$ cat src/rtl/fp32_bf16_stream_cvt_pkg.sv
// fp_cvt_pkg: shared rounding modes, flag indices, BF16 constants and stage-1 record
package fp_cvt_pkg;
  localparam logic [1:0] RM_RNE = 2'b00;
  localparam logic [1:0] RM_RTZ = 2'b01;
  localparam logic [1:0] RM_RUP = 2'b10;
  localparam logic [1:0] RM_RDN = 2'b11;
  localparam int F_NAN = 3;
  localparam int F_OVF = 2;
  localparam int F_FLUSH = 1;
  localparam int F_INX = 0;
  localparam logic [14:0] BF16_QNAN = 15'h7FFF;
  localparam logic [14:0] BF16_INF = 15'h7F80;
  localparam logic [14:0] BF16_MAXFIN = 15'h7F7F;
  typedef enum logic [2:0] {K_NORM, K_ZERO, K_DEN, K_INF, K_NAN} kind_e;
  typedef struct packed {
    kind_e kind;
    logic sign;
    logic [7:0] exp;
    logic [6:0] man;
    logic guard;
    logic inc;
    logic inx;
    logic [1:0] rmode;
  } s1_t;
endpackage

$ cat src/rtl/fp32_bf16_stream_cvt_if.sv
// fp32_bf16_stream_cvt_if: valid/ready input and output streams of the converter
interface fp32_bf16_stream_cvt_if #(parameter int LANES = 4) ();
  logic in_valid;
  logic in_ready;
  logic [32*LANES-1:0] in_data;
  logic [1:0] in_rmode;
  logic out_valid;
  logic out_ready;
  logic [16*LANES-1:0] out_data;
  logic [3:0] out_flags;
  modport master (output in_valid, in_data, in_rmode, out_ready, input in_ready, out_valid, out_data, out_flags);
  modport slave (input in_valid, in_data, in_rmode, out_ready, output in_ready, out_valid, out_data, out_flags);
endinterface

$ cat src/rtl/fp32_bf16_stream_cvt_lane.sv
// fp32_bf16_lane: per-lane classify/round decision (stage 1) and pack/flags (stage 2)
module fp32_bf16_lane
  import fp_cvt_pkg::*;
(
  input  logic [31:0] a,
  input  logic [1:0]  rmode,
  output s1_t         st,
  input  s1_t         r,
  output logic [15:0] res,
  output logic [3:0]  flags
);
  logic sticky, any;
  logic [7:0] man_r, exp_r;
  logic ovf, to_inf;
  always_comb begin
    sticky = |a[14:0];
    any = a[15] | sticky;
    st.kind = a[30:23] == 8'hFF ? (|a[22:0] ? K_NAN : K_INF) :
              a[30:23] == 8'h00 ? (|a[22:0] ? K_DEN : K_ZERO) : K_NORM;
    st.sign = a[31];
    st.exp = a[30:23];
    st.man = a[22:16];
    st.guard = a[15];
    st.inx = any;
    st.rmode = rmode;
    st.inc = rmode == RM_RNE ? a[15] & (sticky | a[16]) :
             rmode == RM_RUP ? any & !a[31] :
             rmode == RM_RDN ? any & a[31] : 1'b0;
  end
  // overflow is flagged whenever nearest rounding would leave the finite range, even if this mode truncates
  always_comb begin
    man_r = {1'b0, r.man} + {7'b0, r.inc};
    exp_r = r.exp + {7'b0, man_r[7]};
    ovf = r.kind == K_NORM && r.exp == 8'hFE && (&r.man) && (r.inc | r.guard);
    to_inf = r.rmode == RM_RNE || (r.rmode == RM_RUP && !r.sign) || (r.rmode == RM_RDN && r.sign);
    res = {r.sign, r.kind == K_NAN ? BF16_QNAN :
                   r.kind == K_INF ? BF16_INF :
                   r.kind != K_NORM ? 15'h0 :
                   ovf ? (to_inf ? BF16_INF : BF16_MAXFIN) : {exp_r, man_r[6:0]}};
    flags = '0;
    flags[F_NAN] = r.kind == K_NAN;
    flags[F_OVF] = ovf;
    flags[F_FLUSH] = r.kind == K_DEN;
    flags[F_INX] = r.kind == K_NORM && (r.inx | ovf);
  end
endmodule

$ cat src/rtl/fp32_bf16_stream_cvt.sv
// fp32_bf16_stream_cvt: two-stage LANES-wide FP32 to BF16 stream converter with sticky flags
module fp32_bf16_stream_cvt
  import fp_cvt_pkg::*;
#(
  parameter int LANES = 4,
  parameter int FLAG_EN = 1
) (
  input  logic       clk,
  input  logic       rst,
  input  logic       flag_clr,
  output logic [3:0] sticky_flags,
  fp32_bf16_stream_cvt_if.slave s
);
  logic s1_valid_q, s1_valid_d, s2_valid_q, s2_valid_d;
  s1_t s1_q [LANES];
  s1_t s1_d [LANES];
  s1_t s1_c [LANES];
  logic [3:0] lane_flags [LANES];
  logic [16*LANES-1:0] res, out_data_q, out_data_d;
  logic [3:0] out_flags_q, out_flags_d, sticky_flags_q, sticky_flags_d, beat_flags;
  logic s1_advance, in_fire, out_fire, ld2;
  for (genvar i = 0; i < LANES; i++) begin : g_lane
    fp32_bf16_lane u_lane (
      .a(s.in_data[32*i+:32]), .rmode(s.in_rmode), .st(s1_c[i]),
      .r(s1_q[i]), .res(res[16*i+:16]), .flags(lane_flags[i])
    );
  end
  // outputs are masked during reset so no handshake can complete while rst is high
  assign s1_advance = !s2_valid_q | s.out_ready;
  assign s.in_ready = (!s1_valid_q | s1_advance) & !rst;
  assign s.out_valid = s2_valid_q & !rst;
  assign s.out_data = out_data_q;
  assign s.out_flags = out_flags_q;
  assign sticky_flags = sticky_flags_q;
  assign in_fire = s.in_valid & s.in_ready;
  assign out_fire = s.out_valid & s.out_ready;
  assign ld2 = s1_valid_q & s1_advance;
  always_comb begin
    beat_flags = '0;
    for (int k = 0; k < LANES; k++) beat_flags = beat_flags | lane_flags[k];
    for (int k = 0; k < LANES; k++) s1_d[k] = in_fire ? s1_c[k] : s1_q[k];
    s1_valid_d = in_fire | (s1_valid_q & !s1_advance);
    s2_valid_d = s1_advance ? s1_valid_q : s2_valid_q;
    out_data_d = ld2 ? res : out_data_q;
    out_flags_d = ld2 ? ((FLAG_EN != 0) ? beat_flags : 4'h0) : out_flags_q;
    sticky_flags_d = flag_clr ? 4'h0 : out_fire ? sticky_flags_q | out_flags_q : sticky_flags_q;
  end
  always_ff @(posedge clk) begin
    s1_q <= s1_d;
    if (rst) begin
      s1_valid_q <= 1'b0;
      s2_valid_q <= 1'b0;
      out_data_q <= '0;
      out_flags_q <= '0;
      sticky_flags_q <= '0;
    end else begin
      s1_valid_q <= s1_valid_d;
      s2_valid_q <= s2_valid_d;
      out_data_q <= out_data_d;
      out_flags_q <= out_flags_d;
      sticky_flags_q <= sticky_flags_d;
    end
  end
endmodule

$ cat src/flat_wrapper.sv
// flat-port wrapper written by rule: the top's interface ports become plain ports
module fp32_bf16_stream_cvt_flat import fp_cvt_pkg::*;
#(
  parameter int LANES = 4,
  parameter int FLAG_EN = 1
)
  (clk, rst, flag_clr, sticky_flags, s_in_valid, s_in_data, s_in_rmode, s_out_ready, s_in_ready, s_out_valid, s_out_data, s_out_flags);
  fp32_bf16_stream_cvt_if #(.LANES(LANES)) s_i ();
  input  logic clk;
  input  logic rst;
  input  logic flag_clr;
  output logic [3:0] sticky_flags;
  input wire logic [$bits(s_i.in_valid)-1:0] s_in_valid;
  input wire logic [$bits(s_i.in_data)-1:0] s_in_data;
  input wire logic [$bits(s_i.in_rmode)-1:0] s_in_rmode;
  input wire logic [$bits(s_i.out_ready)-1:0] s_out_ready;
  output wire logic [$bits(s_i.in_ready)-1:0] s_in_ready;
  output wire logic [$bits(s_i.out_valid)-1:0] s_out_valid;
  output wire logic [$bits(s_i.out_data)-1:0] s_out_data;
  output wire logic [$bits(s_i.out_flags)-1:0] s_out_flags;
  assign s_i.in_valid = s_in_valid;
  assign s_i.in_data = s_in_data;
  assign s_i.in_rmode = s_in_rmode;
  assign s_i.out_ready = s_out_ready;
  assign s_in_ready = s_i.in_ready;
  assign s_out_valid = s_i.out_valid;
  assign s_out_data = s_i.out_data;
  assign s_out_flags = s_i.out_flags;
  fp32_bf16_stream_cvt #(.LANES(LANES), .FLAG_EN(FLAG_EN)) u_core (.clk(clk), .rst(rst), .flag_clr(flag_clr), .sticky_flags(sticky_flags), .s(s_i));
endmodule
$ cat config.mk
export PLATFORM = sky130hd
export DESIGN_NAME = fp32_bf16_stream_cvt_flat
export DESIGN_NICKNAME = d
export VERILOG_FILES = /design/src/rtl/fp32_bf16_stream_cvt_pkg.sv /design/src/rtl/fp32_bf16_stream_cvt_if.sv /design/src/rtl/fp32_bf16_stream_cvt_lane.sv /design/src/rtl/fp32_bf16_stream_cvt.sv /design/src/flat_wrapper.sv
export SDC_FILE = /design/constraint.sdc
export NUM_CORES = 1
export LEC_CHECK = 0
export CAP_MARGIN = 15
export CORE_ASPECT_RATIO = 0.9
export CORE_MARGIN = 4
export CORE_UTILIZATION = 44
export CTS_CLUSTER_SIZE = 14
export DETAILED_ROUTE_END_ITERATION = 7
export PLACE_DENSITY_LB_ADDON = 0.1
export SLEW_MARGIN = 20
export SYNTH_ARGS = -nofsm -noshare
export SYNTH_HDL_FRONTEND = slang
export SYNTH_SLANG_ARGS = --single-unit
$ cat constraint.sdc
create_clock -name clk -period 3.7 [get_ports clk]
set_clock_uncertainty 0.2 [all_clocks]
set_input_delay 0.555 -clock clk [delete_from_list [all_inputs] [get_ports clk]]
set_output_delay 0.555 -clock clk [all_outputs]
set_load 0.03 [all_outputs]
; ---- Word-level counts from Yosys, hierarchy flattened
; Cells that the tools add are included.
[classes]
n_addsub = 8
eq_ne = 24
muxes = 48
bitwise_logic = 41
reduce_logical = 71
[ops]
columns = cell, count
row1 = two-way mux 15 bit, 16
row2 = OR reduction 23 bit, 4
row3 = "== test 8 bit, second input constant", 8
row4 = OR reduction 15 bit, 4
row5 = adder 7 x 1 -> 8 bit, 4
row6 = adder 8 x 1 -> 8 bit, 4
row7 = logical NOT 8 bit, 4
row8 = two-way mux 8 bit, 4
row9 = AND reduction 7 bit, 4
row10 = "== test 3 x 2 -> 1 bit, second input constant", 8
row11 = logical AND 1 bit, 24
row12 = two-way mux 3 bit, 8
row13 = bitwise OR 1 bit, 19
row14 = bitwise AND 1 bit, 18
row15 = two-way mux 2 bit, 8
row16 = bitwise OR 4 bit, 4
row17 = "== test 3 bit, second input constant", 4
row18 = logical NOT 1 bit, 12
row19 = logical NOT 3 bit, 4
row20 = two-way mux 1 bit, 12
row21 = nonzero test 3 bit, 4
row22 = "== test 2 bit, second input constant", 4
row23 = logical OR 1 bit, 8
row24 = logical NOT 2 bit, 2
row25 = OR reduction 2 bit, 1
[totals]
register_bits = 164
in_bits = 135
out_inout_bits = 74
word_cells = 226

; ---- Longest topological paths before layout
[depth]
word_depth = 9
ltp_mapped = 9
ltp_nobuf = 9

; ---- Modules after synthesis
; A second synthesis with hierarchy kept.
[unflattened]
hier_cells = 948
hier_area_um2 = 9066.2
[modules_own_cells]
columns = module, instances, cells_each, area_per_inst_um2, seq_area_each_um2
row1 = fp32_bf16_stream_cvt, 1, 430, 5720.5, 4364.2
row2 = fp32_bf16_lane at u_core.g_lane[0].u_lane ..., 2, 130, 843.3, 0.0
row3 = fp32_bf16_lane at u_core.g_lane[2].u_lane ..., 2, 129, 829.5, 0.0

; ---- Worst setup path after synthesis
; No wires, ideal clock.
[synth_timing]
path_type = input to register
from = input s_out_ready
to = register u_core.s1_q[10] (netlist bit) (enable)
setup_ns = 0.458
arrival_time_ns = 3.344
t_required_ns = 3.042
setup_slack_ns = -0.303
stages = 3
n_path_buf = 0
cell_sequence = nor2b_1 a21oi_1 and2_1
[synth_between]
elab_chain_len = 4
[synth_rtl]
columns = element, line_no
row1 = from (decl), flat_wrapper.sv:16  ; input wire logic [$bits(s_i.out_ready)-1:0] s_out_ready;
row2 = bitwise OR 1 bit, fp32_bf16_stream_cvt.sv:29  ; assign s1_advance = !s2_valid_q | s.out_ready;
row3 = bitwise OR 1 bit, fp32_bf16_stream_cvt.sv:30  ; assign s.in_ready = (!s1_valid_q | s1_advance) & !rst;
row4 = bitwise AND 1 bit, fp32_bf16_stream_cvt.sv:30
row5 = net s_in_ready, flat_wrapper.sv:17  ; output wire logic [$bits(s_i.in_ready)-1:0] s_in_ready;
row6 = bitwise AND 1 bit, fp32_bf16_stream_cvt.sv:35  ; assign in_fire = s.in_valid & s.in_ready;
row7 = net u_core.in_fire, fp32_bf16_stream_cvt.sv:21  ; logic s1_advance, in_fire, out_fire, ld2;
row8 = to (signal assigned), fp32_bf16_stream_cvt.sv:49  ; s1_q <= s1_d;
row9 = to (decl), fp32_bf16_stream_cvt.sv:15  ; s1_t s1_q [LANES];
; The timed path passes the listed nets, and every way through them passes these cells.
; A chain may end at the register's enable or synchronous reset.

; ---- Final worst setup path
[layout_timing]
from = input s_out_ready
to = output s_in_ready
[layout_between]
elab_chain_len = 3
[layout_rtl]
columns = element, line_no
row1 = bitwise OR 1 bit, fp32_bf16_stream_cvt.sv:29
row2 = bitwise OR 1 bit, fp32_bf16_stream_cvt.sv:30
row3 = bitwise AND 1 bit, fp32_bf16_stream_cvt.sv:30
row4 = to (decl), flat_wrapper.sv:17
; Every way passes these cells.

==> out/summary.txt <==
Outcome = finished, final reports clean
Number of hold violations in the final report = 0
Mapped Area = 0.00744 mm2
DRC Markers = 0
Leading area contributor after synthesis = edfxtp_1
Arrival @ worst endpoint = 2.28 ns
Most frequent cell after synthesis = edfxtp_1
WL/cell = 18.0 um
Max Fclk = 0.330 GHz
YS warnings = 0
CTS sink cnt = 164
Vias in the first global route = 6577
CP required = 2.94 ns
Max IR drop VDD = 0.000326 V
Root Driver = clkbuf_16
CTS clock-pin slew for the worst setup and hold paths = 0.06 ns
Post-Layout Cell Count = 1138
Critical path peak fanout = 6
Via density = 5.55
Synth top area share = 0.363
Die width = 145 um
Final hold slack = 0.263 ns
Post-route setup TNS = 0 ns
Via count = 6320
Synth Register Bits = 164
Post-Syn Nets = 856
Hold buffers post-CTS = 0
H-tree levels = 4
Initial antenna violation count = 0
First-pass GRT wire length = 33300 um
Post-synth EDFFs = 90
Placed Cells = 1107
Overflow after GRT = 0
Post-layout minimum cycle time = 3.03 ns
LEAKAGE = 3.56 nW
I/O pin total = 209
Slew headroom = 0.361
Max-Cap Viols = 0
Rows = 44
Die Area = 0.0191 mm2
Worst Setup Path Type = primary input to output pin
Crit. End Element = output pin
Final Cycle Share = 0.819
Ant. Diodes = 0
Drt pass-1 iters = 5
CTS Buf Count = 17
R2R Setup Slk = 1.09 ns
Slowest CP cell = clkdlybuf4s50_1
Die height = 131 um
Max Transition Viols Final = 0
Worst Hold Class = flip-flop to flip-flop
Largest net degree at the start of global routing = 45
Max incr delay on CP = 0.74 ns
Top_reg_cell synth = edfxtp_1
Initial core utilization = 0.455
Postcts setup bufs = 0
WL final = 20400 um
Worst path cell trace = clkdlybuf4s50_1 -> nor2b_1 -> a21oi_1 -> clkdlybuf4s50_1
Routability Congestion = 0.858
Top cells by count, synth = edfxtp_1 (90), dfxtp_1 (74), o21ai_0 (70)
Fin nets = 1070
Count of cell types in the netlist = 55
Setup crit start kind = primary input
Average size of a mapped cell = 10.6 um2
Placed Area = 0.00978 mm2
Post-CTS Resized = 0
Port Buf Inserts = 208
Share of layout cells above drive strength 1 = 0.0666
Worst-margin pin slew = 0.957 ns
Max Root-Sink Buffers = 2
RSZ-0062 raised after global routing = no
Pre-CTS setup slack = 0.658 ns
CTS tree = built
DPL Wire Length = 15600 um
PD cells = 420 mW/mm2
Register area share after synthesis = 0.562
Core ar. = 0.0164 mm2
GRT Total Usage = 0.216
Gate Count Post-Synth = 705
Starting DRT DRC Count = 413
Area delta synth->final = 38.8%
Dominant cells by area after synthesis = edfxtp_1 (36%), dfxtp_1 (20%), o21ai_0 (4.7%), a21oi_1 (4.0%), xnor2_1 (3.2%)
Antenna viol nets, final = 0
Final Cell Area = 0.0103 mm2
Most used cell, CP = clkdlybuf4s50_1
Post-route setup slack = 0.668 ns
Worst skew pair latency = 0.42 ns
Final setup violation count = 0
Async set-or-reset flop fraction in the synthesized netlist = 0
routing by layer:
| layer | GRT usage | vias to the layer above | part of all wire |
|---|---|---|---|
| li1 | - | 3086 | - |
| met1 | 0.265 | 2956 | 0.43 |
| met2 | 0.362 | 244 | 0.48 |
| met3 | 0.0613 | 34 | 0.069 |
| met4 | 0.0839 | 0 | 0.023 |
| met5 | 0 | - | 0 |
report_power, final:
part           total, mW  internal (mW)  switching (mW)  leakage (nW)
clock network       1.66          0.980           0.679         0.263
registers           2.08           2.02          0.0651          1.47
logic              0.595          0.290           0.305          1.82
per-stage QoR:
stage	util	power (mW)
4_1_cts	0.632	4.37
5_1_grt	0.632	4.50
3_3_place_gp	0.598	2.70
2_1_floorplan	-	2.38
6_report	0.632	4.34
3_5_place_dp	0.598	2.72
flip-flops by register name (all words and copies together) (netlist names):
register and flops:
u_core.s.out_data 64, u_core.s2_valid_q 1, u_core.sticky_flags 4, u_core.s1_valid_q 1
u_core.s.out_flags 4, u_core.s1_q 90
layout by cell type (no fill, tap or decap), types with 19 or more instances in the layout:
master           synthesis  layout
a211oi_1                19      19
a21oi_1                 60      60
clkdlybuf4s50_1          0     208
dfxtp_1                 74      74
edfxtp_1                90      90
nand2_1                 58      58
nand4_1                 23      23
nor2_1                  46      46
nor3_1                  25      25
nor4_1                  26      26
o21ai_0                 70      70
xnor2_1                 27      27
xor2_1                  20      20
final timing paths:
| kind | start | end | depth (start not counted) |
|---|---|---|---|
| worst max-delay path | s_out_ready | s_in_ready | 4 |
| worst max register to register | u_core.s1_q[71] | u_core.s.out_data[24] | 4 |
| worst min-delay path | u_core.s.out_data[47] | u_core.s.out_data[47] | 2 |
| worst min register to register | u_core.s.out_data[47] | u_core.s.out_data[47] | 2 |
layout make-up:
type,instances,area (um2)
Fill cell,1332,6020
Multi-Input combinational cell,511,3140
Sequential cell,164,4180
Timing Repair Buffer,217,2160
Clock inverter,11,113
Clock buffer,20,437
Tap cell,207,259
Inverter,8,30.0
critical path: cells and delay by family:
kind | cells | cell delay (ns)
buffers and inverters | 2 | 1.31
AO/OA/AOI/OAI | 1 | 0.30
AND/OR/NAND/NOR | 1 | 0.10
logic make-up (layout without fill, tap and decap cells):
family,Yosys count,in the layout,share of synthesized area
compound gates,186,186,0.146
xor+xnor,47,47,0.0553
fa+ha+maj,16,16,0.0269
buf+inv,30,256,0.0166
flops,164,164,0.562
mux,5,5,0.00690
simple gates,257,257,0.186
No activity file was read; power rests on OpenSTA's default activity.
